--- src/rtl/music_player.sv ---
// music_player: background-music PCM source for speaker_control.
// Picks a track from the game state, steps a note sheet at the beat rate, emits volume-scaled square waves.
//   track  | meaning
//   TITLE  | state 0, title theme, right channel mirrors left
//   GAME   | state 1..7, in-game theme, right channel one octave lower
//   SILENT | state 8..15, both channels held at zero
module music_player #(
  parameter int unsigned CLK_HZ    = 100_000_000,
  parameter int unsigned BEAT_HZ   = 8,
  parameter int unsigned SHEET_LEN = 64,
  parameter int unsigned VOL_MAX   = 5,
  parameter int unsigned VOL_INIT  = 3
) (
  input  logic               clk,
  input  logic               rst_n,
  input  logic [3:0]         state,
  input  logic               vol_up,
  input  logic               vol_down,
  input  logic               mute,
  output logic signed [15:0] audio_in_left,
  output logic signed [15:0] audio_in_right,
  output logic [2:0]         volume,
  output logic [5:0]         beat_idx
);

  localparam logic [1:0] TRK_TITLE  = 2'd0;
  localparam logic [1:0] TRK_GAME   = 2'd1;
  localparam logic [1:0] TRK_SILENT = 2'd2;

  localparam logic [31:0] BEAT_LAST = 32'(CLK_HZ / BEAT_HZ - 1);
  localparam logic [5:0]  IDX_MASK  = 6'(SHEET_LEN - 1);

  // Half-periods from note frequencies in milli-Hz: CLK_HZ*1000 / (2*f).
  localparam logic [63:0] HP_NUM = 64'(CLK_HZ) * 64'd500;
  localparam logic [31:0] HP_TAB [12] = '{
    32'(HP_NUM / 64'd261626), 32'(HP_NUM / 64'd277183), 32'(HP_NUM / 64'd293665),
    32'(HP_NUM / 64'd311127), 32'(HP_NUM / 64'd329628), 32'(HP_NUM / 64'd349228),
    32'(HP_NUM / 64'd369994), 32'(HP_NUM / 64'd391995), 32'(HP_NUM / 64'd415305),
    32'(HP_NUM / 64'd440000), 32'(HP_NUM / 64'd466164), 32'(HP_NUM / 64'd493883)
  };

  localparam logic [4:0] SHEET_TITLE [64] = '{
    5'd10, 5'd0,  5'd10, 5'd13, 5'd15, 5'd13, 5'd10, 5'd8,
    5'd10, 5'd0,  5'd8,  5'd6,  5'd5,  5'd6,  5'd8,  5'd0,
    5'd10, 5'd10, 5'd13, 5'd13, 5'd15, 5'd15, 5'd17, 5'd0,
    5'd15, 5'd13, 5'd12, 5'd13, 5'd10, 5'd0,  5'd8,  5'd0,
    5'd6,  5'd6,  5'd8,  5'd10, 5'd8,  5'd6,  5'd5,  5'd0,
    5'd3,  5'd5,  5'd6,  5'd8,  5'd10, 5'd8,  5'd6,  5'd0,
    5'd10, 5'd0,  5'd13, 5'd12, 5'd10, 5'd8,  5'd6,  5'd5,
    5'd3,  5'd5,  5'd6,  5'd5,  5'd3,  5'd1,  5'd0,  5'd0
  };

  localparam logic [4:0] SHEET_GAME [64] = '{
    5'd10, 5'd10, 5'd13, 5'd10, 5'd15, 5'd13, 5'd10, 5'd8,
    5'd6,  5'd6,  5'd10, 5'd6,  5'd13, 5'd10, 5'd6,  5'd5,
    5'd8,  5'd8,  5'd12, 5'd8,  5'd15, 5'd12, 5'd8,  5'd6,
    5'd3,  5'd3,  5'd8,  5'd3,  5'd12, 5'd8,  5'd3,  5'd1,
    5'd10, 5'd0,  5'd10, 5'd0,  5'd13, 5'd0,  5'd15, 5'd0,
    5'd6,  5'd0,  5'd6,  5'd0,  5'd10, 5'd0,  5'd13, 5'd0,
    5'd8,  5'd8,  5'd8,  5'd8,  5'd12, 5'd12, 5'd12, 5'd12,
    5'd3,  5'd5,  5'd6,  5'd8,  5'd10, 5'd12, 5'd13, 5'd0
  };

  function automatic logic [4:0] note_rom(input logic [1:0] trk, input logic [5:0] idx);
    logic [4:0] c;
    case (trk)
      TRK_TITLE: c = SHEET_TITLE[idx];
      TRK_GAME:  c = SHEET_GAME[idx];
      default:   c = 5'd0;
    endcase
    if (c > 5'd24) c = 5'd0;
    return c;
  endfunction

  function automatic logic [31:0] half_period(input logic [4:0] code);
    logic [31:0] hp;
    logic [4:0]  off;
    hp  = '0;
    off = '0;
    if (code >= 5'd1 && code <= 5'd12) begin
      off = code - 5'd1;
      hp  = HP_TAB[off[3:0]];
    end else if (code >= 5'd13 && code <= 5'd24) begin
      off = code - 5'd13;
      hp  = HP_TAB[off[3:0]] >> 1;
    end
    return hp;
  endfunction

  logic [1:0]  track_q, track_d, track_prev_q;
  logic [31:0] beat_cnt_q, beat_cnt_d;
  logic [5:0]  beat_idx_q, beat_idx_d;
  logic [31:0] tone_l_q, tone_l_d, tone_r_q, tone_r_d;
  logic        phase_l_q, phase_l_d, phase_r_q, phase_r_d;
  logic [2:0]  vol_q, vol_d;
  logic [15:0] audio_l_q, audio_l_d, audio_r_q, audio_r_d;

  logic        track_chg, beat_tick, note_restart, silent, phase_sel_r;
  logic [5:0]  idx_next;
  logic [4:0]  code_cur, code_next;
  logic [31:0] hp_l, hp_r;
  logic [15:0] amp;

  always_comb begin
    if (state == 4'd0)  track_d = TRK_TITLE;
    else if (state[3])  track_d = TRK_SILENT;
    else                track_d = TRK_GAME;
  end

  assign track_chg    = (track_q != track_prev_q);
  assign beat_tick    = (beat_cnt_q >= BEAT_LAST);
  assign idx_next     = (beat_idx_q + 6'd1) & IDX_MASK;
  assign code_cur     = note_rom(track_q, beat_idx_q);
  assign code_next    = note_rom(track_q, idx_next);
  assign note_restart = track_chg | (beat_tick & (code_next != code_cur));
  assign hp_l         = half_period(code_cur);
  // Right channel runs at twice the half-period: one octave under the melody.
  assign hp_r         = hp_l << 1;

  always_comb begin
    beat_cnt_d = beat_cnt_q + 32'd1;
    beat_idx_d = beat_idx_q;
    if (track_chg) begin
      beat_cnt_d = '0;
      beat_idx_d = '0;
    end else if (beat_tick) begin
      beat_cnt_d = '0;
      beat_idx_d = idx_next;
    end
  end

  always_comb begin
    tone_l_d  = tone_l_q;
    tone_r_d  = tone_r_q;
    phase_l_d = phase_l_q;
    phase_r_d = phase_r_q;
    if (note_restart) begin
      tone_l_d  = '0;
      tone_r_d  = '0;
      phase_l_d = 1'b1;
      phase_r_d = 1'b1;
    end else if (hp_l != 32'd0) begin
      if (tone_l_q >= hp_l - 32'd1) begin
        tone_l_d  = '0;
        phase_l_d = ~phase_l_q;
      end else begin
        tone_l_d = tone_l_q + 32'd1;
      end
      if (tone_r_q >= hp_r - 32'd1) begin
        tone_r_d  = '0;
        phase_r_d = ~phase_r_q;
      end else begin
        tone_r_d = tone_r_q + 32'd1;
      end
    end
  end

  always_comb begin
    vol_d = vol_q;
    if (vol_up && !vol_down && (vol_q < 3'(VOL_MAX)))
      vol_d = vol_q + 3'd1;
    else if (vol_down && !vol_up && (vol_q != 3'd0))
      vol_d = vol_q - 3'd1;
  end

  assign amp         = {1'b0, vol_q, 12'h000};
  assign silent      = mute | (vol_q == 3'd0) | (code_cur == 5'd0) | (track_q == TRK_SILENT);
  assign phase_sel_r = (track_q == TRK_GAME) ? phase_r_q : phase_l_q;

  always_comb begin
    audio_l_d = '0;
    audio_r_d = '0;
    if (!silent) begin
      audio_l_d = phase_l_q   ? amp : (16'h0000 - amp);
      audio_r_d = phase_sel_r ? amp : (16'h0000 - amp);
    end
  end

  always_ff @(posedge clk or negedge rst_n) begin
    if (!rst_n) begin
      track_q      <= TRK_TITLE;
      track_prev_q <= TRK_TITLE;
      beat_cnt_q   <= '0;
      beat_idx_q   <= '0;
      tone_l_q     <= '0;
      tone_r_q     <= '0;
      phase_l_q    <= 1'b1;
      phase_r_q    <= 1'b1;
      vol_q        <= 3'(VOL_INIT);
      audio_l_q    <= '0;
      audio_r_q    <= '0;
    end else begin
      track_q      <= track_d;
      track_prev_q <= track_q;
      beat_cnt_q   <= beat_cnt_d;
      beat_idx_q   <= beat_idx_d;
      tone_l_q     <= tone_l_d;
      tone_r_q     <= tone_r_d;
      phase_l_q    <= phase_l_d;
      phase_r_q    <= phase_r_d;
      vol_q        <= vol_d;
      audio_l_q    <= audio_l_d;
      audio_r_q    <= audio_r_d;
    end
  end

  assign audio_in_left  = audio_l_q;
  assign audio_in_right = audio_r_q;
  assign volume         = vol_q;
  assign beat_idx       = beat_idx_q;

endmodule

--- config.mk ---
export PLATFORM = sky130hd
export DESIGN_NAME = music_player
export DESIGN_NICKNAME = d
export VERILOG_FILES = /design/src/rtl/music_player.sv
export SDC_FILE = /design/constraint.sdc
export NUM_CORES = 1
export LEC_CHECK = 0
export CAP_MARGIN = 5
export CORE_MARGIN = 4
export CORE_UTILIZATION = 44
export DETAILED_ROUTE_END_ITERATION = 7
export GPL_TIMING_DRIVEN = 1
export PLACE_DENSITY = 0.66
export SLEW_MARGIN = 30
export SYNTH_ARGS = -nofsm -noshare
export SYNTH_HDL_FRONTEND = slang
export SYNTH_SLANG_ARGS = --single-unit
export TNS_END_PERCENT = 20
--- constraint.sdc ---
create_clock -name clk -period 22.1 [get_ports clk]
set_input_delay 4.42 -clock clk [delete_from_list [all_inputs] [get_ports clk]]
set_output_delay 4.42 -clock clk [all_outputs]
set_load 0.1 [all_outputs]
==> impl_metrics.toml, run 1 <==
[floorplanning]
core_um2 = 25300
dieArea_um2 = 28600
die_x_um = 169
ios = 50
die_y_um = 169
row_count = 58
start_util_pct = 45.1

[synth]
syn_area_um2 = 11400
synth_seq_cells = 118
synth.top_cell.area_share_pct = 25.0
yosys_warnings = 0
seq_area_frac_synth_pct = 25.9
synth_area_per_cell_um2 = 7.89
ys_types = 101
synth_edf_count = 0
synth_area_leaders = "dfrtp_1, ha_1, a21oi_1, o21ai_0, nor2_1"
async_flop_share_pct = 100
synth_cells = 1447
dominantRegCellSynth = "dfrtp_1"
synth_top_area_cell = "dfrtp_1"

[sta]
final.setup.tns_ns = 0
worstMarginPinSlew_ns = 0.984
fin_crit_sh_pct = 39.6
hold_viol = 0
rsz0062_at_grt = "no"
relSlewSlack_pct = 34.2
slew_violations = 0
max_freq_ghz = 0.114
finalClockSkew_ns = 0.0168
setup_viol = 0
period_needed_ns = 8.75

[clock_network]
root_buffer = "clkbuf_16"
cts_tree = "built"
worstSkewPairLatency_ns = 0.43
htree_levels = 4
cts.repair.resized = 0
ctsLongestPathBuffers = 2
numClockSinks = 118
path_clk_slew_ns = 0.06
post_cts_buffers = 0
cts.hold.buffers_added = 0
cts_buffers = 17

[place]
post-dp-hpwl_um = 22800
gp_congestion = 0.981
placed_area_um2 = 11600
io_buffers = 25

[grt]
grt_pass1_wl_um = 54200
antenna_found_initial = 0
grt_pass1_vias = 10297
grt_max_degree = 70
grt.total_usage_pct = 22.7
grt_overflow = 0

[detailed_routing]
drt_wl_total_um = 32800
final_antenna_net_count = 0
dr_total_vias = 10961
viasPerCell = 6.23
routedWlPerCell_um = 18.6
drc = 0
first_pass_iters = 6
drtIter0Drc = 1167

[critical_path]
arrival_ns = 9.09
reg2reg_depth = 32
rr_startpoint = "beat_idx[0]"
cp-startpoint = "beat_idx[0]"
r2r_slack_ns = 13.35
criticalPathCategory = "flip-flop to flip-flop"
worstSetupStartpointType = "flip-flop"
worst-path-max-fanout = 36
required_ns = 22.44
slowest_stage = "ha_1"
worst_path_largest_cell_delay_ns = 0.78
rr_endpoint = "tone_r_q[31]"
cp-end-kind = "flip-flop"

[final_layout]
multiInputGateArea_um2 = 7740
regArea_um2 = 2960
mostFrequentLayoutCell = "nor2_1"
antenna_cells = 0
layout.cells.most_common_list = "nor2_1, nand2_1, a21oi_1"
syn2layout_area_growth_pct = 7.35
postLayoutCellArea_um2 = 12300
fillerInstances = 2463
drive_gt1_share_pct = 7.49
final_nets = 1514

[job]
maxCapViolCount = 0

[pwr]
irDropWorstVdd_mv = 0.0424
p_leak_nw = 4.99
p_per_area_nw_per_um2 = 65.6

[worst_hold_path]
hold_end = "beat_cnt_q[23]"
min_path_type = "flip-flop to flip-flop"
holdCritStartpoint = "beat_cnt_q[23]"
holdPathStages = 2

[outcome]
outcome = "complete, no violations"
## cell families after synthesis
family                     synth area share, %
AOI/OAI and AO/OA                         25.8
other                                   0.0328
muxes                                     1.37
DFF                                       25.9
and+or+nand+nor                           25.8
xor gates and xnor gates                  3.75
buffers and inverters                     7.43
adders and majority gates                 9.91
## synth_stat cells, drive strengths merged, types with 12 or more instances
master  instances
a21o           26
dfrtp         114
xnor2          24
or3            20
a21oi         122
ha             88
nand3          53
clkbuf         41
nand2b         22
nand3b         28
a211oi         22
nor3           33
and3           35
o211ai         20
nor4           14
inv            38
xor2           24
o21ai         119
nor2          132
nand2         130
buf            80
nor2b          32
nand4          22
a31oi          23
and2           12
## metrics by stage
step	power [W]	setup WS, ns	hold WS, ns	utilization, %	std cells
2_1_floorplan	0.000444	14.20	0.448	-	1478
5_1_grt	0.000842	12.48	0.538	48.4	1759
3_3_place_gp	0.000503	13.71	0.472	45.9	1726
4_1_cts	0.000807	13.46	0.497	48.4	1759
3_5_place_dp	0.000507	13.52	0.492	45.9	1727
6_report	0.000804	13.35	0.502	48.4	1759
## how the worst max path moves through the flow
stage | endpoint | slack (ns) | cells after the start
2_1_floorplan | tone_r_q[31] | 14.20 | 34
3_3_place_gp | tone_r_q[31] | 13.71 | 32
3_5_place_dp | tone_r_q[31] | 13.52 | 32
4_1_cts | tone_r_q[31] | 13.46 | 32
5_1_grt | tone_r_q[15] | 12.48 | 32
6_report | tone_r_q[31] | 13.35 | 32
## power breakdown
group          internal (W)  switching, W  total [W]
Sequential         0.000224    0.00000966   0.000234
Combinational     0.0000779      0.000195   0.000273
Clock              0.000185      0.000113   0.000298
## worst max-delay path, delay by kind of cell, from the launching register on
kind	cells	cell delay [ns]
XOR/XNOR	1	0.22
buffers and inverters	4	0.99
adder cells (fa/ha/maj)	4	1.76
flip-flops	1	0.53
AND/OR/NAND/NOR	10	2.39
AO/OA/AOI/OAI	13	2.73
## per-layer routing
layer / share of wire [%] / track usage [%]
met5: 0 / 0
met1: 43 / 30.2
met4: 2.9 / 8.33
met2: 49 / 38.1
met3: 5.1 / 2.59
## sequential cells by signal, summed over array words and instances, names as in the netlist
signal          cells
phase_r_q           1
audio_in_right      3
audio_in_left       4
beat_cnt_q         32
tone_r_q           32
phase_l_q           1
track_q             2
beat_idx            6
track_prev_q        2
volume              3
tone_l_q           32
## cell type report
class / instances / area share [%]
clock buffer: 19 / 3.70
clock inverter: 13 / 1.41
inverter: 39 / 1.19
multi-input combinational: 1200 / 63.2
sequential: 118 / 24.1
tap: 330 / 3.37
timing repair buffer: 40 / 3.00
No activity file was read; power rests on OpenSTA's default activity.
==> run 2: changes to the inputs <==
==> constraint.sdc (replaced) <==
create_clock -name clk -period 8.5 [get_ports clk]
set_input_delay 1.7 -clock clk [delete_from_list [all_inputs] [get_ports clk]]
set_output_delay 1.7 -clock clk [all_outputs]
set_load 0.1 [all_outputs]
==> impl_metrics.toml, run 2 (synthesis gave the netlist of run 1 again) <==
[final_layout]
mostFrequentLayoutCell = "nor2_1"
layout.cells.most_common_list = "nor2_1, nand2_1, a21oi_1"
multiInputGateArea_um2 = 7760
syn2layout_area_growth_pct = 8.08
post-route-util_pct = 48.7
fillerInstances = 2485
antenna_cells = 0
final_nets = 1531
drive_gt1_share_pct = 8.78
regArea_um2 = 2960
top_regs = "beat_cnt_q x32, tone_l_q x32, tone_r_q x32"

[detailed_routing]
first_pass_iters = 7
viasPerCell = 6.14
final_antenna_net_count = 0
top_layer_used = "met4"
wl_met2_um = 15300
met1_length_um = 14700
drc = 0
drt_wl_total_um = 32700
dr_wl_met3_um = 1770
dr_total_vias = 10908
drtIter0Drc = 951
routedWlPerCell_um = 18.4

[clock_network]
path_clk_slew_ns = 0.07
cts_buffers = 17
cts.hold.buffers_added = 0
cts_tree = "built"
cts.repair.resized = 0
root_buffer = "clkbuf_16"
post_cts_buffers = 0
worstSkewPairLatency_ns = 0.43
numClockSinks = 118
ctsLongestPathBuffers = 2
htree_levels = 4

[floorplanning]
row_count = 58
core_um2 = 25300
die_x_um = 169
ios = 50
die_y_um = 169
start_util_pct = 45.1
dieArea_um2 = 28600

[grt]
grt_overflow = 0
grt_max_degree = 63
grt_pass1_vias = 10293
grt_pass1_wl_um = 53800
grt.total_usage_pct = 22.6
antenna_found_initial = 0

[critical_path]
slowest_stage = "or4_1"
worst-path-max-fanout = 36
r2r_slack_ns = 0.71
cp-end-kind = "flip-flop"
crit_top_cell = "ha_1"
worstSetupStartpointType = "flip-flop"
arrival_ns = 8.14
worst_path_largest_cell_delay_ns = 0.56
required_ns = 8.85
criticalPathCategory = "flip-flop to flip-flop"
rr_startpoint = "beat_idx[0]"
rr_endpoint = "tone_r_q[31]"
reg2reg_depth = 29

[worst_hold_path]
holdPathStages = 0
hold_end = "track_prev_q[1]"
min_path_type = "flip-flop to flip-flop"
holdCritStartpoint = "track_q[1]"

[place]
gp_congestion = 0.934
io_buffers = 25
post-dp-hpwl_um = 23200

[sta]
period_needed_ns = 7.79
fin_crit_sh_pct = 91.6
slew_violations = 0
holdWs_ns = 0.494
worstMarginPinSlew_ns = 1.01
max_freq_ghz = 0.128
final.setup.tns_ns = 0
finalClockSkew_ns = 0.0124
hold_viol = 0
rsz0062_at_grt = "no"
relSlewSlack_pct = 32.4
setup_viol = 0

[pwr]
comb_power_share_pct = 35.7
p_per_area_nw_per_um2 = 165
internal_power_w = 0.00121
irDropWorstVdd_mv = 0.145
switching_power_w = 0.000831
power_frac_seq_pct = 29.6
sw_frac_of_total_pct = 40.7
pwr-share-clk_pct = 34.7
p_leak_nw = 5.04

[job]
maxCapViolCount = 0

[outcome]
outcome = "complete, no violations"
[run 2: cell count changes in the layout (fill, tap and decap cells not counted), sizes merged]
cell / previous run / this run
inv: 40 / 41
bufinv: 3 / 1
clkinvlp: 3 / 4
buf: 16 / 33
[run 2: stage by stage]
step	area [um^2]	instances	worst slack, ns	power (W)
4_1_cts	12300	1775	0.627	0.00204
2_1_floorplan	11500	1478	0.603	0.00115
6_report	12300	1776	0.710	0.00204
5_1_grt	12300	1776	0.0449	0.00214
3_5_place_dp	11700	1743	0.689	0.00133
3_3_place_gp	11700	1743	0.866	0.00132
[run 2: worst max-delay path, delay by kind of cell, from the launching register on]
family,cells,cell delay [ns]
flip-flops,1,0.39
AND/OR/NAND/NOR,10,2.39
adder cells (fa/ha/maj),4,1.39
AO/OA/AOI/OAI,11,2.60
buffers and inverters,4,0.95
[run 2: power by group through the flow]
stage | logic (W) | registers (W) | clock network, W
floorplan | 0.000448 | 0.000706 | 0
global placement | 0.000708 | 0.000614 | 0
detailed placement | 0.000713 | 0.000615 | 0
CTS | 0.000717 | 0.000605 | 0.000723
global route | 0.000784 | 0.000608 | 0.000750
finish | 0.000727 | 0.000604 | 0.000708
[run 2: layer usage]
| metal | up-vias | GRT usage (%) |
|---|---|---|
| met5 | - | 0 |
| met4 | 0 | 8.54 |
| met3 | 78 | 2.76 |
| met2 | 400 | 36.7 |
| met1 | 5169 | 30.9 |
| li1 | 5261 | - |
[run 2: how the worst max path moves through the flow]
| stage | from | to | slack [ns] | cells past startpoint |
|---|---|---|---|---|
| after floorplan | beat_idx[0] | tone_r_q[31] | 0.60 | 34 |
| after global placement | beat_idx[0] | tone_r_q[31] | 0.87 | 31 |
| after global routing | beat_idx[0] | tone_r_q[31] | 0.04 | 30 |
| after CTS | beat_idx[0] | tone_r_q[31] | 0.63 | 31 |
| after detailed placement | beat_idx[0] | tone_r_q[31] | 0.69 | 31 |
| final | beat_idx[0] | tone_r_q[31] | 0.71 | 29 |
[run 2: final cells by class]
class	count	area share [%]
clock inverters	13	0.994
flip-flops and latches	118	24.0
repair buffers	57	4.02
inverters	39	1.19
clock buffers	19	3.59
well taps	330	3.35
multi-input cells	1200	62.9
